[config.mk]
export PLATFORM = sky130hd
export DESIGN_NAME = mole_button_conditioner
export DESIGN_NICKNAME = d
export VERILOG_FILES = /design/src/rtl/mole_button_conditioner.sv
export SDC_FILE = /design/constraint.sdc
export NUM_CORES = 1
export LEC_CHECK = 0
export BUFFER_PORTS_ARGS = -buffer_cell sky130_fd_sc_hd__buf_2
export CAP_MARGIN = 5
export CORE_MARGIN = 2
export CORE_UTILIZATION = 55
export CTS_CLUSTER_SIZE = 28
export DETAILED_ROUTE_END_ITERATION = 10
export PLACE_DENSITY = 0.72
export SETUP_SLACK_MARGIN = 0.1
export SKIP_CTS_REPAIR_TIMING = 1
export SLEW_MARGIN = 20
export SYNTH_ARGS = -nofsm -noshare
export SYNTH_HDL_FRONTEND = slang
export SYNTH_SLANG_ARGS = --single-unit
[constraint.sdc]
create_clock -name cin -period 8.75 [get_ports cin]
set_clock_uncertainty 0.15 [all_clocks]
set_input_delay 1.75 -clock cin [delete_from_list [all_inputs] [get_ports cin]]
set_output_delay 1.75 -clock cin [all_outputs]
set_load 0.02 [all_outputs]
[src/rtl/mole_button_conditioner.sv]
// mole_button_conditioner
// Input stage for the whack-a-mole game core. Each raw push button is
// synchronised to cin through two flops and then debounced. A level change
// is accepted only after the synchronised input has differed from the
// accepted level for DEBOUNCE_CYCLES consecutive cycles. Each accepted
// press produces a one-cycle strobe and an encoded hit index.
//
// Optional feature: define BTN_LOCKOUT_EN to enable press-report lockout.
// After any reported press, further reports are suppressed for
// LOCKOUT_CYCLES cycles. btn_level keeps updating while reports are
// suppressed. Presses accepted during lockout are dropped, not queued.
//
// Ports:
//   cin         - system clock (50 MHz)
//   reset       - asynchronous, active-high reset
//   btn_raw     - raw button pins, asynchronous to cin
//   btn_level   - debounced level per button, 1 = pressed
//   press_pulse - one-cycle strobe per button when a press is accepted
//   press_valid - one-cycle strobe: at least one press_pulse bit is set
//   press_idx   - lowest-numbered button in press_pulse (0 when idle)
//   press_multi - one-cycle strobe: more than one press_pulse bit is set
module mole_button_conditioner #(
  parameter int N_BTN           = 9,
  parameter int DEBOUNCE_CYCLES = 500000,
  parameter int CNT_W           = 20,
  parameter int ACTIVE_LOW      = 0,
  parameter int LOCKOUT_CYCLES  = 25000000
) (
  input  logic             cin,
  input  logic             reset,
  input  logic [N_BTN-1:0] btn_raw,
  output logic [N_BTN-1:0] btn_level,
  output logic [N_BTN-1:0] press_pulse,
  output logic             press_valid,
  output logic [3:0]       press_idx,
  output logic             press_multi
);

  localparam logic [CNT_W-1:0] DB_MAX = CNT_W'(DEBOUNCE_CYCLES - 1);
  localparam logic [N_BTN-1:0] POL    = (ACTIVE_LOW != 0) ? {N_BTN{1'b1}} : {N_BTN{1'b0}};

  // Lowest set bit wins, so scan from the top and let lower bits overwrite.
  function automatic logic [3:0] lowest_idx(input logic [N_BTN-1:0] v);
    logic [3:0] idx;
    idx = 4'd0;
    for (int i = N_BTN - 1; i >= 0; i--) begin
      if (v[i]) begin
        idx = 4'(i);
      end else begin
        idx = idx;
      end
    end
    return idx;
  endfunction

  // Clearing the lowest set bit leaves something only if two or more were set.
  function automatic logic more_than_one(input logic [N_BTN-1:0] v);
    return (v & (v - N_BTN'(1))) != {N_BTN{1'b0}};
  endfunction

  logic [N_BTN-1:0] sync1_r;
  logic [N_BTN-1:0] sync2_r;
  logic [N_BTN-1:0] s_s;
  logic [CNT_W-1:0] cnt_r      [N_BTN];
  logic [CNT_W-1:0] cnt_next_s [N_BTN];
  logic [N_BTN-1:0] level_next_s;
  logic [N_BTN-1:0] rise_s;
  logic [N_BTN-1:0] rpt_s;

  assign s_s    = sync2_r ^ POL;
  assign rise_s = level_next_s & ~btn_level;

  // Per-channel debounce next state: clear when stable, count while different,
  // toggle the accepted level on the last counted cycle.
  always_comb begin
    level_next_s = btn_level;
    for (int i = 0; i < N_BTN; i++) begin
      cnt_next_s[i] = {CNT_W{1'b0}};
      if (s_s[i] == btn_level[i]) begin
        cnt_next_s[i] = {CNT_W{1'b0}};
      end else if (cnt_r[i] == DB_MAX) begin
        cnt_next_s[i]   = {CNT_W{1'b0}};
        level_next_s[i] = ~btn_level[i];
      end else begin
        cnt_next_s[i] = cnt_r[i] + CNT_W'(1);
      end
    end
  end

`ifdef BTN_LOCKOUT_EN
  localparam int LOCK_W = (LOCKOUT_CYCLES > 1) ? $clog2(LOCKOUT_CYCLES) : 1;
  localparam logic [LOCK_W-1:0] LOCK_MAX = LOCK_W'(LOCKOUT_CYCLES - 1);

  logic [LOCK_W-1:0] lock_cnt_r;
  logic              report_ok_s;

  assign report_ok_s = (lock_cnt_r == {LOCK_W{1'b0}});
  assign rpt_s       = report_ok_s ? rise_s : {N_BTN{1'b0}};

  // Lockout timer: reload on every reported press, then count down to zero.
  always_ff @(posedge cin or posedge reset) begin
    if (reset) begin
      lock_cnt_r <= {LOCK_W{1'b0}};
    end else if (rpt_s != {N_BTN{1'b0}}) begin
      lock_cnt_r <= LOCK_MAX;
    end else if (!report_ok_s) begin
      lock_cnt_r <= lock_cnt_r - LOCK_W'(1);
    end else begin
      lock_cnt_r <= lock_cnt_r;
    end
  end
`else
  assign rpt_s = rise_s;
`endif

  // Synchroniser, debounce state and registered press reporting.
  always_ff @(posedge cin or posedge reset) begin
    if (reset) begin
      sync1_r     <= {N_BTN{1'b0}};
      sync2_r     <= {N_BTN{1'b0}};
      btn_level   <= {N_BTN{1'b0}};
      press_pulse <= {N_BTN{1'b0}};
      press_valid <= 1'b0;
      press_idx   <= 4'd0;
      press_multi <= 1'b0;
      for (int i = 0; i < N_BTN; i++) begin
        cnt_r[i] <= {CNT_W{1'b0}};
      end
    end else begin
      sync1_r     <= btn_raw;
      sync2_r     <= sync1_r;
      btn_level   <= level_next_s;
      press_pulse <= rpt_s;
      press_valid <= (rpt_s != {N_BTN{1'b0}});
      press_idx   <= lowest_idx(rpt_s);
      press_multi <= more_than_one(rpt_s);
      for (int i = 0; i < N_BTN; i++) begin
        cnt_r[i] <= cnt_next_s[i];
      end
    end
  end

endmodule

==> flow_metrics.env, run 1 <==
export IMPL_worst_setup_path_type="in -> async"
export IMPL_clock_sinks=222
export IMPL_yosys_area_top_type_share_pct=55.2
export IMPL_worstRegToRegCells=7
export IMPL_post_route_period_util_pct=35.9
export IMPL_wl_per_cell_microns=13.7
export IMPL_initialDrtViolationCount=305
export IMPL_ios=35
export IMPL_p_leak_nw=5.06
export IMPL_r2r_end="press_multi"
export IMPL_grt_pass1_vias=6611
export IMPL_drc=0
export IMPL_p_per_area_nw_per_um2=184
export IMPL_clkTransAtPathRegs_ns=0.06
export IMPL_asyncSetResetFlopFracSynth_pct=100
export IMPL_cp_max_fo=147
export IMPL_layout_min_cycle_time_ns=3.14
export IMPL_viasPerCell=5.37
export IMPL_start_util_pct=56.1
export IMPL_slew_viol_final=0
export IMPL_dr_pass1_iters=4
export IMPL_portBuffers=34
export IMPL_synth_commonest_cells="dfrtp_1 (222), nor2_1 (211), xor2_1 (110), nand2_1 (72), nand3_1 (64)"
export IMPL_synth_warning_count=0
export IMPL_irDropWorstVdd_v=0.000178
export IMPL_yosysTopAreaCell="dfrtp_1"
export IMPL_seq_area_frac_synth_pct=55.2
export IMPL_synth_avg_cell_area_sq_um=10.2
export IMPL_end_kind="asynchronous set/reset pin"
export IMPL_finalSetupViolCount=0
export IMPL_cp_start_kind="primary input"
export IMPL_syn_nets=1009
export IMPL_fp_coreArea_sq_um=18000
export IMPL_hold_class="reg -> reg"
export IMPL_worstHoldStart="sync1_r[2]"
export IMPL_cts_buffers=23
export IMPL_required_ns=9.09
export IMPL_clock_root_buffer="clkbuf_16"
export IMPL_synthToLayoutAreaGrowth_pct=11.4
export IMPL_overflow=0
export IMPL_synthFlopType="dfrtp_1"
export IMPL_gp_congestion=0.792
export IMPL_hold_violations=0
export IMPL_worst_pin_slew_ns=0.963
export IMPL_r2r_start="cnt_r[151]"
export IMPL_grt_pass1_wl_mm=30.9
export IMPL_htree_levels=1
export IMPL_max_cap_viol_count=0
export IMPL_antenna_found_initial=0
export IMPL_routed_wl_mm=17.4
export IMPL_final_core_util_pct=62.5
export IMPL_grt_start_max_net_pins=148
export IMPL_rsz0062_at_grt="false"
export IMPL_synthTopCellsByArea="dfrtp_1 (55%), xor2_1 (9.6%), nor2_1 (7.9%), xnor2_1 (4.2%), nand3_1 (3.2%)"
export IMPL_crit_path_start="reset"
export IMPL_die_h_microns=139
export IMPL_fp_dieW_microns=139
export IMPL_ys_types=46
export IMPL_r2r_slack_ns=6.12
export IMPL_synthCells=989
export IMPL_clockBufferDepth=3
export IMPL_hold_depth=0
export IMPL_clock_latency_ns=0.50
export IMPL_setup_tns_ns=0
export IMPL_fmax_mhz=318
export IMPL_cts_tree="yes"
export IMPL_n_antenna_cell=0
export IMPL_fin_nets=1052
export IMPL_synth_most_common_cell="dfrtp_1"
export IMPL_ant_nets=0
export IMPL_arrival_ns=3.48
export IMPL_hpwl_mm=11.3
export IMPL_vias=6854
export IMPL_drive_above_1_share_pct=9.46
export IMPL_holdPathEnd="s_s[2]"
export IMPL_rows=49
export IMPL_status="completed"
export IMPL_track_usage_pct=18.6
export IMPL_ys_ff_latch=222
export IMPL_synth_edf_count=0
export IMPL_netlist_area_sq_um=10100
export IMPL_relSlewSlack_pct=35.8
export IMPL_die_area_sq_um=19400
-- cells in the final DEF (no fill, tap or decap), drive strengths merged, types with 22 or more instances in the layout --
master / Yosys / routed
dfrtp: 222 / 222
nor2: 211 / 211
xor2: 110 / 110
nand2: 72 / 72
nand3: 64 / 64
xnor2: 48 / 48
buf: 3 / 37
nand4: 33 / 33
and3: 32 / 32
clkbuf: 16 / 32
inv: 22 / 22
-- final cells by class --
cell class                 count  area (sq um)
timing repair buffer          37           193
clock buffer                  32           639
tap                          229           287
sequential                   222          5560
fill                        1450          6740
inverter                      22          90.1
clock inverter                 8          90.1
multi-input combinational    726          4370
-- through the flow --
step                      total power, mW  std cells  worst slack [ns]  cell area (sq um)  hold slack (ns)
final                                2.06       1276              5.61              11200            0.191
after global routing                 2.14       1276              5.22              11200            0.199
after CTS                            2.09       1276              5.48              11200            0.190
after detailed placement             1.13       1236              4.95              10500            0.185
after global placement               1.13       1236              4.95              10500            0.182
after floorplan                      1.12        989             0.772              10100            0.181
-- worst max-delay path by stage --
| stage | to | slack, ns |
|---|---|---|
| 2_1_floorplan | btn_level[0] | 0.77 |
| 3_3_place_gp | cnt_r[43] | 4.95 |
| 3_5_place_dp | cnt_r[171] | 4.95 |
| 4_1_cts | cnt_r[26] | 5.48 |
| 5_1_grt | cnt_r[26] | 5.22 |
| 6_report | cnt_r[26] | 5.61 |
-- per-layer routing --
layer  part of all wire (%)  GRT usage, %  vias up  routed length, microns
met4                    2.0          4.36        0                     351
met2                     46          29.2       74                    7950
met5                      0             0        -                       0
met3                    3.0          3.17       28                     521
li1                       -             -     3424                       -
met1                     49          27.4     3328                    8610
-- where the power goes --
part | total, mW | internal, mW | switching [mW] | leakage [nW]
sequential | 1.05 | 1.04 | 0.0128 | 3.04
combinational | 0.0569 | 0.0153 | 0.0416 | 1.66
clock | 0.949 | 0.567 | 0.382 | 0.364
-- worst max-delay path, stage by stage --
cell   delay [ns]
buf_2        0.13
inv_8        0.65
buf_4        0.85
-- cell families (layout without fill, tap and decap cells) --
logic type / after synthesis / count (layout) / share of synthesized area [%]
buffers and inverters: 41 / 99 / 1.54
muxes: 8 / 8 / 0.895
xor gates and xnor gates: 158 / 158 / 13.7
DFF: 222 / 222 / 55.2
and+or+nand+nor: 510 / 510 / 25.3
adders and majority gates: 10 / 10 / 1.22
AOI/OAI and AO/OA: 40 / 40 / 2.16
-- state kept, by name, summed over array words and instances (netlist names) --
name / flops
press_valid: 1
sync1_r: 9
btn_level: 9
press_pulse: 9
cnt_r: 180
press_idx: 4
press_multi: 1
s_s: 9
(Power assumes the default switching activity.)
==> run 2, diff against run 1 <==
Settings changed: PLACE_DENSITY 0.72 to 0.75.
Clock period 8.75 ns to 2.89 ns, I/O delays scaled along.
==> flow_metrics.env, run 2 (synthesized netlist as in run 1, its figures left out) <==
export IMPL_synthToLayoutAreaGrowth_pct=13.3
export IMPL_overflow=0
export IMPL_end_kind="flip-flop"
export IMPL_final_core_util_pct=63.5
export IMPL_max_cap_viol_count=0
export IMPL_rsz0062_at_grt="false"
export IMPL_grt_pass1_vias=6858
export IMPL_placed_cells=1250
export IMPL_hold_violations=0
export IMPL_fp_coreArea_sq_um=18000
export IMPL_drc=0
export IMPL_postLayoutCellArea_sq_um=11400
export IMPL_r2r_end="press_multi"
export IMPL_clock_root_buffer="clkbuf_16"
export IMPL_worstRegToRegCells=7
export IMPL_top_register="cnt_r"
export IMPL_drive_above_1_share_pct=10.9
export IMPL_fin_nets=1066
export IMPL_pre_cts_ws_ns=0.405
export IMPL_nFillCells=1444
export IMPL_clock_latency_ns=0.50
export IMPL_ios=35
export IMPL_cts_tree="yes"
export IMPL_initialDrtViolationCount=340
export IMPL_placedInstanceArea_sq_um=10600
export IMPL_layout_common_cells="dfrtp_1 (222), nor2_1 (211), xor2_1 (110), nand2_1 (72), nand3_1 (64)"
export IMPL_largest_reg_flops=180
export IMPL_finalSetupViolCount=0
export IMPL_antenna_found_initial=0
export IMPL_timing_final_ws_setup_ns=0.392
export IMPL_clkTransAtPathRegs_ns=0.06
export IMPL_fmax_mhz=400
export IMPL_final_common_cell="dfrtp_1"
export IMPL_routed_wl_mm=18.0
export IMPL_cp_start_kind="flip-flop"
export IMPL_p_per_area_nw_per_um2=553
export IMPL_cp_max_fo=5
export IMPL_vias=6983
export IMPL_irDropWorstVdd_v=0.000517
export IMPL_rows=49
export IMPL_die_h_microns=139
export IMPL_finalNonFillerCells=1289
export IMPL_post_route_period_util_pct=86.4
export IMPL_fp_dieW_microns=139
export IMPL_track_usage_pct=19.3
export IMPL_p_leak_nw=5.16
export IMPL_n_antenna_cell=0
export IMPL_gp_congestion=0.820
export IMPL_critPathCapture="press_multi"
export IMPL_viasPerCell=5.42
export IMPL_required_ns=3.17
export IMPL_status="completed"
export IMPL_clock_sinks=222
export IMPL_r2r_slack_ns=0.39
export IMPL_clockBufferDepth=3
export IMPL_slew_viol_final=0
export IMPL_die_area_sq_um=19400
export IMPL_ant_nets=0
export IMPL_crit_path_start="cnt_r[151]"
export IMPL_grt_start_max_net_pins=38
export IMPL_relSlewSlack_pct=42.0
export IMPL_cts_buffers=23
export IMPL_layout_min_cycle_time_ns=2.50
export IMPL_worst_pin_slew_ns=0.869
export IMPL_dr_pass1_iters=4
export IMPL_setup_tns_ns=0
export IMPL_grt_pass1_wl_mm=31.8
export IMPL_r2r_start="cnt_r[151]"
export IMPL_portBuffers=34
export IMPL_arrival_ns=2.78
export IMPL_wl_per_cell_microns=14.0
export IMPL_hpwl_mm=12.2
export IMPL_worst_setup_path_type="reg -> reg"
export IMPL_htree_levels=1
export IMPL_hold_class="in -> reg"
export IMPL_start_util_pct=56.1
-- run 2: area by class of cell --
type	instances	area (sq um)	share of cell area [%]
Sequential cell	222	5560	48.7
Multi-Input combinational cell	726	4360	38.2
Clock buffer	33	703	6.17
Timing Repair Buffer	51	360	3.16
Tap cell	229	287	2.51
Inverter	22	86.3	0.757
Clock inverter	6	55.1	0.483
-- run 2: worst min path at each step --
| stage | from | endpoint | slack (ns) | cells after the start |
|---|---|---|---|---|
| after floorplan | sync1_r[0] | s_s[0] | 0.18 | 0 |
| after global placement | sync1_r[5] | s_s[5] | 0.18 | 0 |
| after detailed placement | sync1_r[0] | s_s[0] | 0.18 | 0 |
| after CTS | btn_raw[3] | sync1_r[3] | 0.01 | 1 |
| after global routing | btn_raw[3] | sync1_r[3] | 0.009 | 1 |
| final | btn_raw[3] | sync1_r[3] | 0.03 | 1 |
-- run 2: power by group --
part | switching, mW | internal [mW] | leakage [nW] | total [mW]
Combinational | 0.133 | 0.0639 | 1.74 | 0.197
Sequential | 0.0381 | 3.15 | 3.04 | 3.19
Clock | 1.15 | 1.76 | 0.383 | 2.92
-- run 2: metal layers --
| metal | vias to the layer above | wire, microns | GRT usage (%) | part of all wire (%) |
|---|---|---|---|---|
| met5 | - | 0 | 0 | 0 |
| met4 | 0 | 499 | 5.64 | 2.8 |
| met2 | 90 | 8280 | 31.2 | 46 |
| li1 | 3455 | - | - | - |
| met1 | 3405 | 8680 | 27.3 | 48 |
| met3 | 33 | 581 | 2.86 | 3.2 |
-- run 2: per-stage QoR --
step                hold WS (ns)  total power, mW
detailed placement         0.185             3.45
CTS                      0.00958             6.39
global placement           0.181             3.44
global route             0.00873             6.55
finish                    0.0327             6.30
floorplan                  0.181             3.38
-- run 2: worst max-delay path, cell delays in order (launching register included) --
cell and delay (ns):
dfrtp_1 0.41, or4_1 0.52, or4_4 0.56, nor4_4 0.35, a211oi_1 0.12, o21ai_1 0.15
a21oi_1 0.06, a21oi_2 0.11
==> run 3, diff against run 2 <==
--- a/config.mk
+++ b/config.mk
@@ -9,7 +9,9 @@
 export CAP_MARGIN = 5
+export CELL_PAD_IN_SITES_DETAIL_PLACEMENT = 1
+export CELL_PAD_IN_SITES_GLOBAL_PLACEMENT = 1
 export CORE_MARGIN = 2
-export CORE_UTILIZATION = 55
+export CORE_UTILIZATION = 44
 export CTS_CLUSTER_SIZE = 28
 export DETAILED_ROUTE_END_ITERATION = 10
-export PLACE_DENSITY = 0.75
+export PLACE_DENSITY_LB_ADDON = 0.1
 export SETUP_SLACK_MARGIN = 0.1
==> constraint.sdc (replaced) <==
create_clock -name cin -period 2.89 [get_ports cin]
set_clock_uncertainty 0.15 [all_clocks]
set_input_delay 0.4335 -clock cin [delete_from_list [all_inputs] [get_ports cin]]
set_output_delay 0.4335 -clock cin [all_outputs]
set_load 0.02 [all_outputs]
==> flow_metrics.env, run 3 (synthesized netlist as in run 1, its figures left out) <==
export IMPL_hold_depth=0
export IMPL_hold_violations=0
export IMPL_holdPathEnd="s_s[8]"
export IMPL_cp_cell_sequence="ha_1 > and4_1 > nand2_1 > or4_1 > nor3b_4 > nor2_1 > a21boi_0"
export IMPL_htree_levels=1
export IMPL_cts_tree="yes"
export IMPL_r2r_start="cnt_r[120]"
export IMPL_hold_class="reg -> reg"
export IMPL_placedInstanceArea_sq_um=10700
export IMPL_track_usage_pct=17.9
export IMPL_end_kind="flip-flop"
export IMPL_multiInputGateArea_sq_um=4360
export IMPL_fp_dieW_microns=155
export IMPL_seqCellArea_sq_um=5560
export IMPL_vias=7073
export IMPL_clock_sinks=222
export IMPL_clockBufferDepth=3
export IMPL_worstHoldStart="sync1_r[8]"
export IMPL_cp_max_fo=5
export IMPL_drive_above_1_share_pct=10.7
export IMPL_slew_viol_final=0
export IMPL_nFillCells=2502
export IMPL_clkTransAtPathRegs_ns=0.06
export IMPL_die_h_microns=155
export IMPL_portBuffers=34
export IMPL_irDropWorstVdd_v=0.000455
export IMPL_fmax_mhz=393
export IMPL_ant_nets=0
export IMPL_grt_start_max_net_pins=45
export IMPL_grt_pass1_vias=7381
export IMPL_p_per_area_nw_per_um2=554
export IMPL_max_cap_viol_count=0
export IMPL_cts_buffers=25
export IMPL_required_ns=3.16
export IMPL_rsz0062_at_grt="false"
export IMPL_routed_wl_mm=20.7
export IMPL_setup_tns_ns=0
export IMPL_layout_min_cycle_time_ns=2.54
export IMPL_r2r_slack_ns=0.35
export IMPL_initialDrtViolationCount=241
export IMPL_clock_latency_ns=0.51
export IMPL_synthToLayoutAreaGrowth_pct=15.1
export IMPL_gp_congestion=0.741
export IMPL_cp_slowest_stage_delay_ns=0.58
export IMPL_worstRegToRegCells=7
export IMPL_postLayoutCellArea_sq_um=11600
export IMPL_grt_pass1_wl_mm=36.2
export IMPL_timing_final_ws_setup_ns=0.345
export IMPL_pre_cts_ws_ns=0.333
export IMPL_wl_per_cell_microns=15.3
export IMPL_ios=35
export IMPL_clock_root_buffer="clkbuf_16"
export IMPL_relSlewSlack_pct=51.5
export IMPL_viasPerCell=5.22
export IMPL_r2r_end="press_idx[1]"
export IMPL_n_antenna_cell=0
export IMPL_antenna_found_initial=0
export IMPL_overflow=0
export IMPL_crit_slowest_cell="or4_1"
export IMPL_fp_coreArea_sq_um=22600
export IMPL_worst_setup_path_type="reg -> reg"
export IMPL_post_route_period_util_pct=88.1
export IMPL_top_register="cnt_r"
export IMPL_drc=0
export IMPL_rows=55
export IMPL_largest_reg_flops=180
export IMPL_p_leak_nw=5.21
export IMPL_path_delay_family="simple AND/OR/NAND/NOR gates"
export IMPL_finalSetupViolCount=0
export IMPL_final_common_cell="dfrtp_1"
export IMPL_cp_buffers_inverters=0
export IMPL_status="completed"
export IMPL_start_util_pct=44.6
export IMPL_die_area_sq_um=24100
export IMPL_hpwl_mm=13.9
export IMPL_worst_pin_slew_ns=0.727
export IMPL_fin_nets=1078
export IMPL_arrival_ns=2.81
export IMPL_dr_pass1_iters=4
export IMPL_cp_start_kind="flip-flop"
export IMPL_layout_common_cells="dfrtp_1 (222), nor2_1 (211), xor2_1 (110), nand2_1 (72), nand3_1 (64)"
export IMPL_final_core_util_pct=51.3
## run 3: changes by cell type in the layout (fill, tap and decap cells not counted)
cell	before	now
clkbuf_1	1	3
clkbuf_8	9	6
clkinv_2	5	4
clkbuf_16	23	25
dlygate4sd3_1	0	10
## run 3: layer usage
layer / global-route usage, % / share of wire (%) / vias up
met4: 4.11 / 2.0 / 0
li1: - / - / 3463
met2: 29.5 / 47 / 64
met3: 2.84 / 2.6 / 25
met5: 0 / 0 / -
met1: 25.1 / 48 / 3521
## run 3: stage by stage
step	power, mW	hold WS, ns	instances
detailed placement	3.46	0.186	1306
global placement	3.45	0.183	1306
floorplan	3.38	0.181	989
global route	6.68	0.204	1355
CTS	6.52	-0.150	1345
finish	6.42	0.196	1355
## run 3: power by group
part | internal (mW) | switching [mW]
sequential | 3.15 | 0.0387
clock | 1.80 | 1.21
combinational | 0.0728 | 0.139
total | 5.03 | 1.39
## run 3: how the worst max path moves through the flow
stage / from / endpoint / slack, ns / depth (start not counted)
floorplan: reset / btn_level[0] / -0.59 / 1
global placement: cnt_r[120] / press_idx[3] / 0.43 / 8
detailed placement: cnt_r[120] / press_valid / 0.33 / 8
CTS: cnt_r[120] / press_idx[1] / 0.31 / 7
global route: cnt_r[120] / press_idx[2] / 0.16 / 8
finish: cnt_r[120] / press_idx[1] / 0.35 / 7
## run 3: layout make-up
class | instances | share of cell area [%]
clock buffer | 34 | 6.21
clock inverter | 5 | 0.432
inverter | 22 | 0.745
multi-input combinational | 726 | 37.6
sequential | 222 | 47.9
tap | 285 | 3.08
timing repair buffer | 61 | 3.97
